## src/rtl/control_seq_pkg.sv

```systemverilog
// control_seq_pkg: opcode constants, T-state encodings and strobe bit indices
// shared by the control sequencer and its instruction register.
package control_seq_pkg;

    // Opcodes 0111..1101 are undefined and decode to no strobes.
    typedef enum logic [3:0] {
        OP_NOP = 4'h0,
        OP_LDA = 4'h1,
        OP_ADD = 4'h2,
        OP_SUB = 4'h3,
        OP_STA = 4'h4,
        OP_LDI = 4'h5,
        OP_JMP = 4'h6,
        OP_OUT = 4'hE,
        OP_HLT = 4'hF
    } opcode_e;

    localparam logic [2:0] T0 = 3'd0;
    localparam logic [2:0] T1 = 3'd1;
    localparam logic [2:0] T2 = 3'd2;
    localparam logic [2:0] T3 = 3'd3;
    localparam logic [2:0] T4 = 3'd4;

    localparam int NSTB       = 14;
    localparam int S_PC_OUT   = 0;
    localparam int S_PC_INC   = 1;
    localparam int S_PC_LOAD  = 2;
    localparam int S_ADDR_EN  = 3;
    localparam int S_DATA_OUT = 4;
    localparam int S_LOAD     = 5;
    localparam int S_IR_IN    = 6;
    localparam int S_IR_OUT   = 7;
    localparam int S_A_IN     = 8;
    localparam int S_A_OUT    = 9;
    localparam int S_B_IN     = 10;
    localparam int S_ALU_OUT  = 11;
    localparam int S_SUB      = 12;
    localparam int S_OUT_IN   = 13;

    // One-hot strobe mask for a strobe index.
    function automatic logic [NSTB-1:0] stb(input int i);
        return NSTB'(1) << i;
    endfunction

endpackage

```

## src/rtl/control_seq_if.sv

```systemverilog
// control_seq_if: bus/strobe bundle between the control sequencer and its environment.
//   master: drives program_mode and bus_in, observes IR operand, strobes, halted, step.
//   slave : the sequencer side (inputs program_mode/bus_in, drives everything else).
interface control_seq_if #(
    parameter int DW = 8
);
    logic          program_mode;
    logic [DW-1:0] bus_in;
    logic [DW-1:0] ir_bus;
    logic          pc_out;
    logic          pc_inc;
    logic          pc_load;
    logic          addr_en;
    logic          dataout_en;
    logic          load;
    logic          ir_in;
    logic          ir_out;
    logic          a_in;
    logic          a_out;
    logic          b_in;
    logic          alu_out;
    logic          sub;
    logic          out_in;
    logic          halted;
    logic [2:0]    step;

    modport master (
        output program_mode, bus_in,
        input  ir_bus, pc_out, pc_inc, pc_load, addr_en, dataout_en, load,
               ir_in, ir_out, a_in, a_out, b_in, alu_out, sub, out_in, halted, step
    );

    modport slave (
        input  program_mode, bus_in,
        output ir_bus, pc_out, pc_inc, pc_load, addr_en, dataout_en, load,
               ir_in, ir_out, a_in, a_out, b_in, alu_out, sub, out_in, halted, step
    );
endinterface

```

## src/rtl/control_seq_instr_reg.sv

```systemverilog
// control_seq_instr_reg: DW-bit instruction register with load enable and async clear.
//   clk       in  system clock
//   clr       in  asynchronous active-high clear (IR <= 0)
//   i_ld      in  capture i_d on this posedge
//   i_d       in  instruction word from the shared bus
//   o_opcode  out IR[DW-1:DW-4]
//   o_operand out IR[3:0]
module control_seq_instr_reg #(
    parameter int DW = 8
) (
    input  logic          clk,
    input  logic          clr,
    input  logic          i_ld,
    input  logic [DW-1:0] i_d,
    output logic [3:0]    o_opcode,
    output logic [3:0]    o_operand
);
    logic [DW-1:0] r_ir;

    always_ff @(posedge clk or posedge clr) begin
        if (clr) r_ir <= '0;
        else if (i_ld) r_ir <= i_d;
    end

    assign o_opcode  = r_ir[DW-1:DW-4];
    assign o_operand = r_ir[3:0];
endmodule

```

## src/rtl/control_seq.sv

```systemverilog
// control_seq: instruction register plus fixed-length microcode sequencer.
//   clk  in     system clock, all state on posedge
//   clr  in     asynchronous active-high reset (step 0, IR 0, not halted, strobes 0)
//   bus  slave  program_mode/bus_in in; ir_bus, control strobes, halted, step out
// Strobes are Moore outputs decoded from (step, IR) and gated to zero by clr,
// program_mode and the halt flag.
module control_seq
    import control_seq_pkg::*;
#(
    parameter int DW    = 8,
    parameter int STEPS = 5
) (
    input logic         clk,
    input logic         clr,
    control_seq_if.slave bus
);
    localparam logic [2:0] LAST = 3'(STEPS - 1);

    logic [2:0]      r_step;
    logic            r_halted;
    logic [3:0]      w_opcode;
    logic [3:0]      w_operand;
    logic            w_ir_ld;
    logic [NSTB-1:0] w_dec;
    logic [NSTB-1:0] w_stb;

    // IR is loaded on the edge leaving T1; program_mode parks the counter instead.
    assign w_ir_ld = (r_step == T1) && !bus.program_mode && !r_halted;

    control_seq_instr_reg #(.DW(DW)) u_ir (
        .clk      (clk),
        .clr      (clr),
        .i_ld     (w_ir_ld),
        .i_d      (bus.bus_in),
        .o_opcode (w_opcode),
        .o_operand(w_operand)
    );

    // HLT freezes the counter at T2; only clr releases it. program_mode returns to
    // T0 but keeps the halt flag.
    always_ff @(posedge clk or posedge clr) begin
        if (clr) begin
            r_step   <= T0;
            r_halted <= 1'b0;
        end else if (bus.program_mode) begin
            r_step   <= T0;
        end else if (!r_halted) begin
            if (r_step == T2 && w_opcode == OP_HLT) r_halted <= 1'b1;
            else r_step <= (r_step == LAST) ? T0 : r_step + 3'd1;
        end
    end

    always_comb begin
        w_dec = '0;
        if (r_step == T0) w_dec = stb(S_PC_OUT) | stb(S_ADDR_EN);
        else if (r_step == T1) w_dec = stb(S_DATA_OUT) | stb(S_IR_IN) | stb(S_PC_INC);
        else begin
            case ({w_opcode, r_step})
                {OP_LDA, T2}, {OP_ADD, T2}, {OP_SUB, T2}, {OP_STA, T2}:
                              w_dec = stb(S_IR_OUT) | stb(S_ADDR_EN);
                {OP_LDA, T3}: w_dec = stb(S_DATA_OUT) | stb(S_A_IN);
                {OP_ADD, T3}: w_dec = stb(S_DATA_OUT) | stb(S_B_IN);
                {OP_SUB, T3}: w_dec = stb(S_DATA_OUT) | stb(S_B_IN) | stb(S_SUB);
                {OP_ADD, T4}: w_dec = stb(S_ALU_OUT) | stb(S_A_IN);
                {OP_SUB, T4}: w_dec = stb(S_ALU_OUT) | stb(S_A_IN) | stb(S_SUB);
                {OP_STA, T3}: w_dec = stb(S_A_OUT) | stb(S_LOAD);
                {OP_LDI, T2}: w_dec = stb(S_IR_OUT) | stb(S_A_IN);
                {OP_JMP, T2}: w_dec = stb(S_IR_OUT) | stb(S_PC_LOAD);
                {OP_OUT, T2}: w_dec = stb(S_A_OUT) | stb(S_OUT_IN);
                default:      w_dec = '0;
            endcase
        end
    end

    // clr gates combinationally so no strobe survives past the clr edge.
    assign w_stb = (clr || bus.program_mode || r_halted) ? '0 : w_dec;

    assign bus.pc_out     = w_stb[S_PC_OUT];
    assign bus.pc_inc     = w_stb[S_PC_INC];
    assign bus.pc_load    = w_stb[S_PC_LOAD];
    assign bus.addr_en    = w_stb[S_ADDR_EN];
    assign bus.dataout_en = w_stb[S_DATA_OUT];
    assign bus.load       = w_stb[S_LOAD];
    assign bus.ir_in      = w_stb[S_IR_IN];
    assign bus.ir_out     = w_stb[S_IR_OUT];
    assign bus.a_in       = w_stb[S_A_IN];
    assign bus.a_out      = w_stb[S_A_OUT];
    assign bus.b_in       = w_stb[S_B_IN];
    assign bus.alu_out    = w_stb[S_ALU_OUT];
    assign bus.sub        = w_stb[S_SUB];
    assign bus.out_in     = w_stb[S_OUT_IN];
    assign bus.ir_bus     = {{(DW-4){1'b0}}, w_operand};
    assign bus.halted     = r_halted;
    assign bus.step       = r_step;
endmodule

```

## src/flat_wrapper.sv

```systemverilog
// flat-port wrapper written by rule: the top's interface ports become plain ports
module control_seq_flat import control_seq_pkg::*;
#(
    parameter int DW    = 8,
    parameter int STEPS = 5
)
  (clk, clr, bus_program_mode, bus_bus_in, bus_ir_bus, bus_pc_out, bus_pc_inc, bus_pc_load, bus_addr_en, bus_dataout_en, bus_load, bus_ir_in, bus_ir_out, bus_a_in, bus_a_out, bus_b_in, bus_alu_out, bus_sub, bus_out_in, bus_halted, bus_step);
  control_seq_if #(.DW(DW)) bus_i ();
  input logic clk;
  input logic clr;
  input wire logic [$bits(bus_i.program_mode)-1:0] bus_program_mode;
  input wire logic [$bits(bus_i.bus_in)-1:0] bus_bus_in;
  output wire logic [$bits(bus_i.ir_bus)-1:0] bus_ir_bus;
  output wire logic [$bits(bus_i.pc_out)-1:0] bus_pc_out;
  output wire logic [$bits(bus_i.pc_inc)-1:0] bus_pc_inc;
  output wire logic [$bits(bus_i.pc_load)-1:0] bus_pc_load;
  output wire logic [$bits(bus_i.addr_en)-1:0] bus_addr_en;
  output wire logic [$bits(bus_i.dataout_en)-1:0] bus_dataout_en;
  output wire logic [$bits(bus_i.load)-1:0] bus_load;
  output wire logic [$bits(bus_i.ir_in)-1:0] bus_ir_in;
  output wire logic [$bits(bus_i.ir_out)-1:0] bus_ir_out;
  output wire logic [$bits(bus_i.a_in)-1:0] bus_a_in;
  output wire logic [$bits(bus_i.a_out)-1:0] bus_a_out;
  output wire logic [$bits(bus_i.b_in)-1:0] bus_b_in;
  output wire logic [$bits(bus_i.alu_out)-1:0] bus_alu_out;
  output wire logic [$bits(bus_i.sub)-1:0] bus_sub;
  output wire logic [$bits(bus_i.out_in)-1:0] bus_out_in;
  output wire logic [$bits(bus_i.halted)-1:0] bus_halted;
  output wire logic [$bits(bus_i.step)-1:0] bus_step;
  assign bus_i.program_mode = bus_program_mode;
  assign bus_i.bus_in = bus_bus_in;
  assign bus_ir_bus = bus_i.ir_bus;
  assign bus_pc_out = bus_i.pc_out;
  assign bus_pc_inc = bus_i.pc_inc;
  assign bus_pc_load = bus_i.pc_load;
  assign bus_addr_en = bus_i.addr_en;
  assign bus_dataout_en = bus_i.dataout_en;
  assign bus_load = bus_i.load;
  assign bus_ir_in = bus_i.ir_in;
  assign bus_ir_out = bus_i.ir_out;
  assign bus_a_in = bus_i.a_in;
  assign bus_a_out = bus_i.a_out;
  assign bus_b_in = bus_i.b_in;
  assign bus_alu_out = bus_i.alu_out;
  assign bus_sub = bus_i.sub;
  assign bus_out_in = bus_i.out_in;
  assign bus_halted = bus_i.halted;
  assign bus_step = bus_i.step;
  control_seq #(.DW(DW), .STEPS(STEPS)) u_core (.clk(clk), .clr(clr), .bus(bus_i));
endmodule
```

## config.mk

```make
export PLATFORM = sky130hd
export DESIGN_NAME = control_seq_flat
export DESIGN_NICKNAME = d
export VERILOG_FILES = /design/src/rtl/control_seq_pkg.sv /design/src/rtl/control_seq_if.sv /design/src/rtl/control_seq_instr_reg.sv /design/src/rtl/control_seq.sv /design/src/flat_wrapper.sv
export SDC_FILE = /design/constraint.sdc
export NUM_CORES = 1
export LEC_CHECK = 0
export CORE_ASPECT_RATIO = 1.5
export CORE_MARGIN = 2
export CORE_UTILIZATION = 41
export CTS_CLUSTER_DIAMETER = 30
export DETAILED_ROUTE_END_ITERATION = 6
export GPL_ROUTABILITY_DRIVEN = 0
export PLACE_DENSITY_LB_ADDON = 0.12
export SLEW_MARGIN = 20
export SYNTH_ARGS = -nofsm -noshare
export SYNTH_HDL_FRONTEND = slang
export SYNTH_HIERARCHICAL = 1
export SYNTH_SLANG_ARGS = --single-unit
```

## constraint.sdc

```tcl
create_clock -name clk -period 2.3 [get_ports clk]
set_clock_uncertainty 0.1 [all_clocks]
set_input_delay 0.23 -clock clk [delete_from_list [all_inputs] [get_ports clk]]
set_output_delay 0.23 -clock clk [all_outputs]
set_load 0.01 [all_outputs]
```

# ---- After elaboration in Yosys (flattened, before gate mapping)
# Index checks and enable logic that the tools add are counted.
dict set report totals {
  regBits 12
  elab_cells 43
  inputBits 11
  out_inout_bits 26
}
dict set report classes {
  muxes 10
  n_addsub 1
  reduce_logical 10
  n_eq_ne 19
}
# op n
set op_table {}
lappend op_table {{14-bit one-hot mux with 10 select lines} 1}
lappend op_table {{7-bit by 5-bit equality test with 1-bit output, second input constant} 6}
lappend op_table {{14-bit two-way mux} 3}
lappend op_table {{7-bit by 6-bit equality test with 1-bit output, second input constant} 4}
lappend op_table {{7-bit by 4-bit equality test with 1-bit output, second input constant} 2}
lappend op_table {{3-bit two-way mux} 4}
lappend op_table {{7-bit equality test, second input constant} 1}
lappend op_table {{4-bit equality test, second input constant} 1}
lappend op_table {{2-bit inequality test, second input constant} 2}
lappend op_table {{4-bit OR reduction} 1}
lappend op_table {{3-bit by 1-bit adder with 3-bit output, second input constant} 1}
lappend op_table {{3-bit by 1-bit equality test with 1-bit output, second input constant} 1}
lappend op_table {{3-bit by 2-bit equality test with 1-bit output, second input constant} 1}
lappend op_table {{3-bit equality test, second input constant} 1}
lappend op_table {{1-bit logical AND} 3}
lappend op_table {{3-bit logical NOT} 1}
lappend op_table {{1-bit logical NOT} 2}
lappend op_table {{1-bit logical OR} 2}
lappend op_table {{1-bit two-way mux} 2}
lappend op_table {{2-bit AND reduction} 1}

# ---- Logic depth before layout (Yosys ltp)
dict set report depth {
  word_depth 6
  depth_mapped 5
  ltp_nobuf 5
}

# ---- Cells and area by module
# Netlist, hierarchy kept.
# module cells_each seq_area_each_um2 n_inst area_each_um2
set modules_own_cells {}
lappend modules_own_cells {control_seq 72 100.1 1 535.5}
lappend modules_own_cells {control_seq_instr_reg 18 200.2 1 335.3}

# ---- Least setup slack after synthesis
# OpenSTA, ideal clock, no wires.
dict set report synth_timing {
  path_kind {register to output}
  startpoint {register u_core.r_step[0] (netlist: u_core/bus.step[0])}
  endpoint {output port bus_addr_en}
  n_path_buf 0
  path_stages_with_launch 6
  path_slack_ns 0.154
  arrival_time_ns 1.816
  required_time_ns 1.970
  cell_sequence {dfrtp_1 > inv_1 > ha_1 > or3b_1 > or4b_1 > a21oi_1}
}
dict set report synth_via {
  elab_chain_len 6
  word_cells_on_any_way 20
  cone_classes {eq/ne: 14; mux: 4; reduce/logical: 2}
}
# element line
set synth_lines {}
lappend synth_lines {{start: declaration} control_seq.sv:19} ;# logic [2:0] r_step;
lappend synth_lines {{start signal: assignment} control_seq.sv:49} ;# else r_step <= (r_step == LAST) ? T0 : r_step + 3'd1;
lappend synth_lines {{7-bit by 4-bit equality test with 1-bit output (tied with other cells)} control_seq.sv:58} ;# case ({w_opcode, r_step})
lappend synth_lines {{4-bit OR reduction} control_seq.sv:58}
lappend synth_lines {{14-bit one-hot mux with 10 select lines} control_seq.sv:58}
lappend synth_lines {{14-bit two-way mux} control_seq.sv:56} ;# else if (r_step == T1) w_dec = stb(S_DATA_OUT) | stb(S_IR_IN) | stb(S_PC_INC);
lappend synth_lines {{14-bit two-way mux (*)} control_seq.sv:55} ;# if (r_step == T0) w_dec = stb(S_PC_OUT) | stb(S_ADDR_EN);
lappend synth_lines {{14-bit two-way mux (*)} control_seq.sv:76} ;# assign w_stb = (clr || bus.program_mode || r_halted) ? '0 : w_dec;
lappend synth_lines {{end: declaration} flat_wrapper.sv:17} ;# output wire logic [$bits(bus_i.addr_en)-1:0] bus_addr_en;
# Every way passes the cells marked *; elsewhere a longest branch is shown, timed or not.

# ---- Final worst setup path
# Same ends and word-level chain as after synthesis.

==> run_results.csv <==
group,metric,value,unit
route,postRouteAntennaNets,0,
logic_synthesis,synth_mux_area_frac,0.1739,
status,violations,"setup timing",
die,num_rows,20,
logic_synthesis,synth_area,870.8,um2
critical_path,regToRegSetupSlack,0.48,ns
timing,clock.fmax,0.4213,GHz
power_and_ir_drop,cellLeakagePower,0.6737,nW
final_layout,stdcell_count,168,
logic_synthesis,synth_area_leaders,"dfrtp_1, mux2_4, ha_1",
placement,dpl.hpwl,1.777,mm
logic_synthesis,synth_seq_cells,12,
global_routing,antenna_found_initial,0,
die,die_y,60.45,um
route,vias_per_cell,5.226,
logic_synthesis,synth_seq_area_share,0.3448,
final_layout,syn_to_final_growth,67.10,%
clocking,htree_levels,1,
logic_synthesis,synth_compound_area_frac,0.09052,
route,wirelength,2.312,mm
clocking,max-clock-path-buffers,2,
timing,setup_viol,1,
route,vias,878,
route,route.detailed.drc,0,
timing,rsz0062_at_grt,"true",
status,status,"finished, violations left",
die,die_w,41.63,um
power_and_ir_drop,powerDensity,1094,nW/um2
final_layout,utilization,0.7179,
job,drv_cap,0,
logic_synthesis,yosys.area_share.adder,0.05747,
timing,period_minus_slack,2.374,ns
logic_synthesis,ys_async_sr_fraction,1.000,
clocking,tritoncts,"yes",
global_routing,grt_max_degree,9,
logic_synthesis,ys_warn_count,6,
final_layout,drive_gt1_frac,0.4315,
critical_path,r2r_end,"u_core/u_ir/r_ir[6]",
clocking,cts_buffers,3,
die,io_pins,37,
logic_synthesis,synth_top_family_by_area,"simple AND/OR/NAND/NOR gates",
timing,slew_violations,0,
critical_path,reg2reg_depth,6,
die,coreArea,2027,um2
placement,pre_cts_slack,-0.2709,ns
clocking,cts-root-buf,"clkbuf_4",
critical_path,reg2reg_from,"u_core/bus.step[1]",
logic_synthesis,synth_top_area_share,0.3448,
critical_path,required,1.97,ns
logic_synthesis,synth-simple-area-share,0.2342,
die,dieArea,2516,um2
final_layout,antenna_cells,0,
global_routing,gr-total-overflow,0,
global_routing,grt_pass1_wl,3.588,mm
timing,fin_crit_sh,1.032,
clocking,insertion_delay,0.28,ns
global_routing,grt_usage,0.1895,
final_layout,fin_nets,162,
power_and_ir_drop,peakVddDrop,0.0006450,V
route,wl_per_cell,13.76,um
global_routing,grt_pass1_vias,829,
logic_synthesis,synth_common_cells,"dfrtp_1, nor2_1, inv_1, mux2_4, nand2_1",
final_layout,multi_input_area,585.6,um2
hold_path,hold_class,"input port to async pin",
critical_path,cp_data_arrival_time,2.04,ns
placement,dp.cells,162,
critical_path,crit_type,"flip-flop to primary output",
final_layout,fill_cells,165,
final_layout,regArea,300.3,um2
placement,placed_area,1349,um2
logic_synthesis,yosysMostFrequentCell,"dfrtp_1",
timing,finalHoldViolations,0,
clocking,cts_hold_buf,0,
logic_synthesis,synth_cell_types,33,
die,initial_core_util,0.4296,
timing,fin_setup_tns,-0.07365,ns
logic_synthesis,synth-xor-area-share,0,
logic_synthesis,synth_area_leader_cell,"dfrtp_1",
logic_synthesis,synthFlopType,"dfrtp_1",
critical_path,crit_fanout,3,
clocking,clk_pin_slew_worst_paths,0.07,ns
critical_path,startpoint_type,"flip-flop",
timing,layout_setup_ws,-0.07365,ns
logic_synthesis,syn_avg_cell_area,9.676,um2
critical_path,end_kind,"primary output",
placement,portBuffers,32,
logic_synthesis,netlist_instances,90,
final_layout,finalInstanceArea,1455,um2
logic_synthesis,synth_edf_count,0,
route,drtIter0Drc,21,
clocking,cts.sinks,12,
route,dr.pass1.iters,4,
[cells by family (layout without fill, tap and decap cells)]
| kind of cell | count (synthesis) | after routing |
|---|---|---|
| multiplexers | 11 | 11 |
| AO/OA/AOI/OAI | 10 | 10 |
| AND/OR/NAND/NOR | 37 | 37 |
| other | 1 | 4 |
| flip-flops | 12 | 12 |
| buffers and inverters | 15 | 68 |
| adder cells (fa/ha/maj) | 4 | 4 |
[how the worst max path moves through the flow]
stage,from,end,slack [ns],depth (start not counted)
after global routing,u_core/bus.step[0],bus_addr_en,-0.18,6
final,u_core/bus.step[0],bus_addr_en,-0.07,6
after global placement,u_core/bus.step[0],bus_addr_en,-0.24,6
after detailed placement,u_core/bus.step[0],bus_addr_en,-0.27,6
after CTS,u_core/bus.step[0],bus_addr_en,-0.15,6
after floorplan,u_core/bus.step[0],bus_addr_en,0.15,5
[flip-flops by register name, summed over array words and instances (netlist names)]
register / cells
u_core/u_ir/r_ir: 8
u_core/bus.step: 3
u_core/bus.halted: 1
[power breakdown]
group          internal, mW  switching (mW)  total (mW)  leakage, nW
clock                0.0963          0.0738       0.170       0.0210
sequential            0.307          0.0827       0.390        0.147
combinational         0.589           0.444        1.03        0.506
[per-layer routing]
layer  part of all wire  track usage  vias to the layer above
met5                  0            0                        -
met4              0.012       0.1060                        0
met3              0.054      0.03869                        4
met2               0.53       0.3103                       30
met1               0.41       0.2346                      419
li1                   -            -                      425
[layout by cell type, fill, tap and decap left out, types with 3 or more instances in the layout]
cell              n
nand2_1           8
buf_4            23
mux2_4            8
nor3_1            3
inv_1             6
ha_4              3
clkbuf_4          3
dfrtp_1          12
conb_1            4
clkdlybuf4s50_1  18
buf_2             3
dlygate4sd2_1     6
nor2_1            8
[metrics by stage]
stage,hold slack (ns),total power [mW]
floorplan,-0.1039,0.8622
global placement,0.3969,1.298
detailed placement,0.3987,1.315
CTS,0.1241,1.506
global route,0.1659,1.704
finish,0.1396,1.593
[what timing repair did]
action                     4_1_cts  5_1_grt
setup endpoints to repair       13       12
setup buffers                    0        2
gates resized for setup         30       20
pin swaps                        1        2
[worst max-delay path, cell delays in order, from the launching register on]
cell and delay, ns:
dfrtp_1 0.39, inv_2 0.08, ha_4 0.15, or3b_4 0.38
or4b_4 0.52, a21oi_2 0.12, buf_2 0.13
[final cells by class]
type                    count  area share
flip-flops and latches     12      0.2064
repair buffers             56      0.3267
multi-input cells          66      0.4024
well taps                  22     0.01892
inverters                   8     0.02064
clock buffers               4     0.02494
No activity file was read; power rests on OpenSTA's default activity.
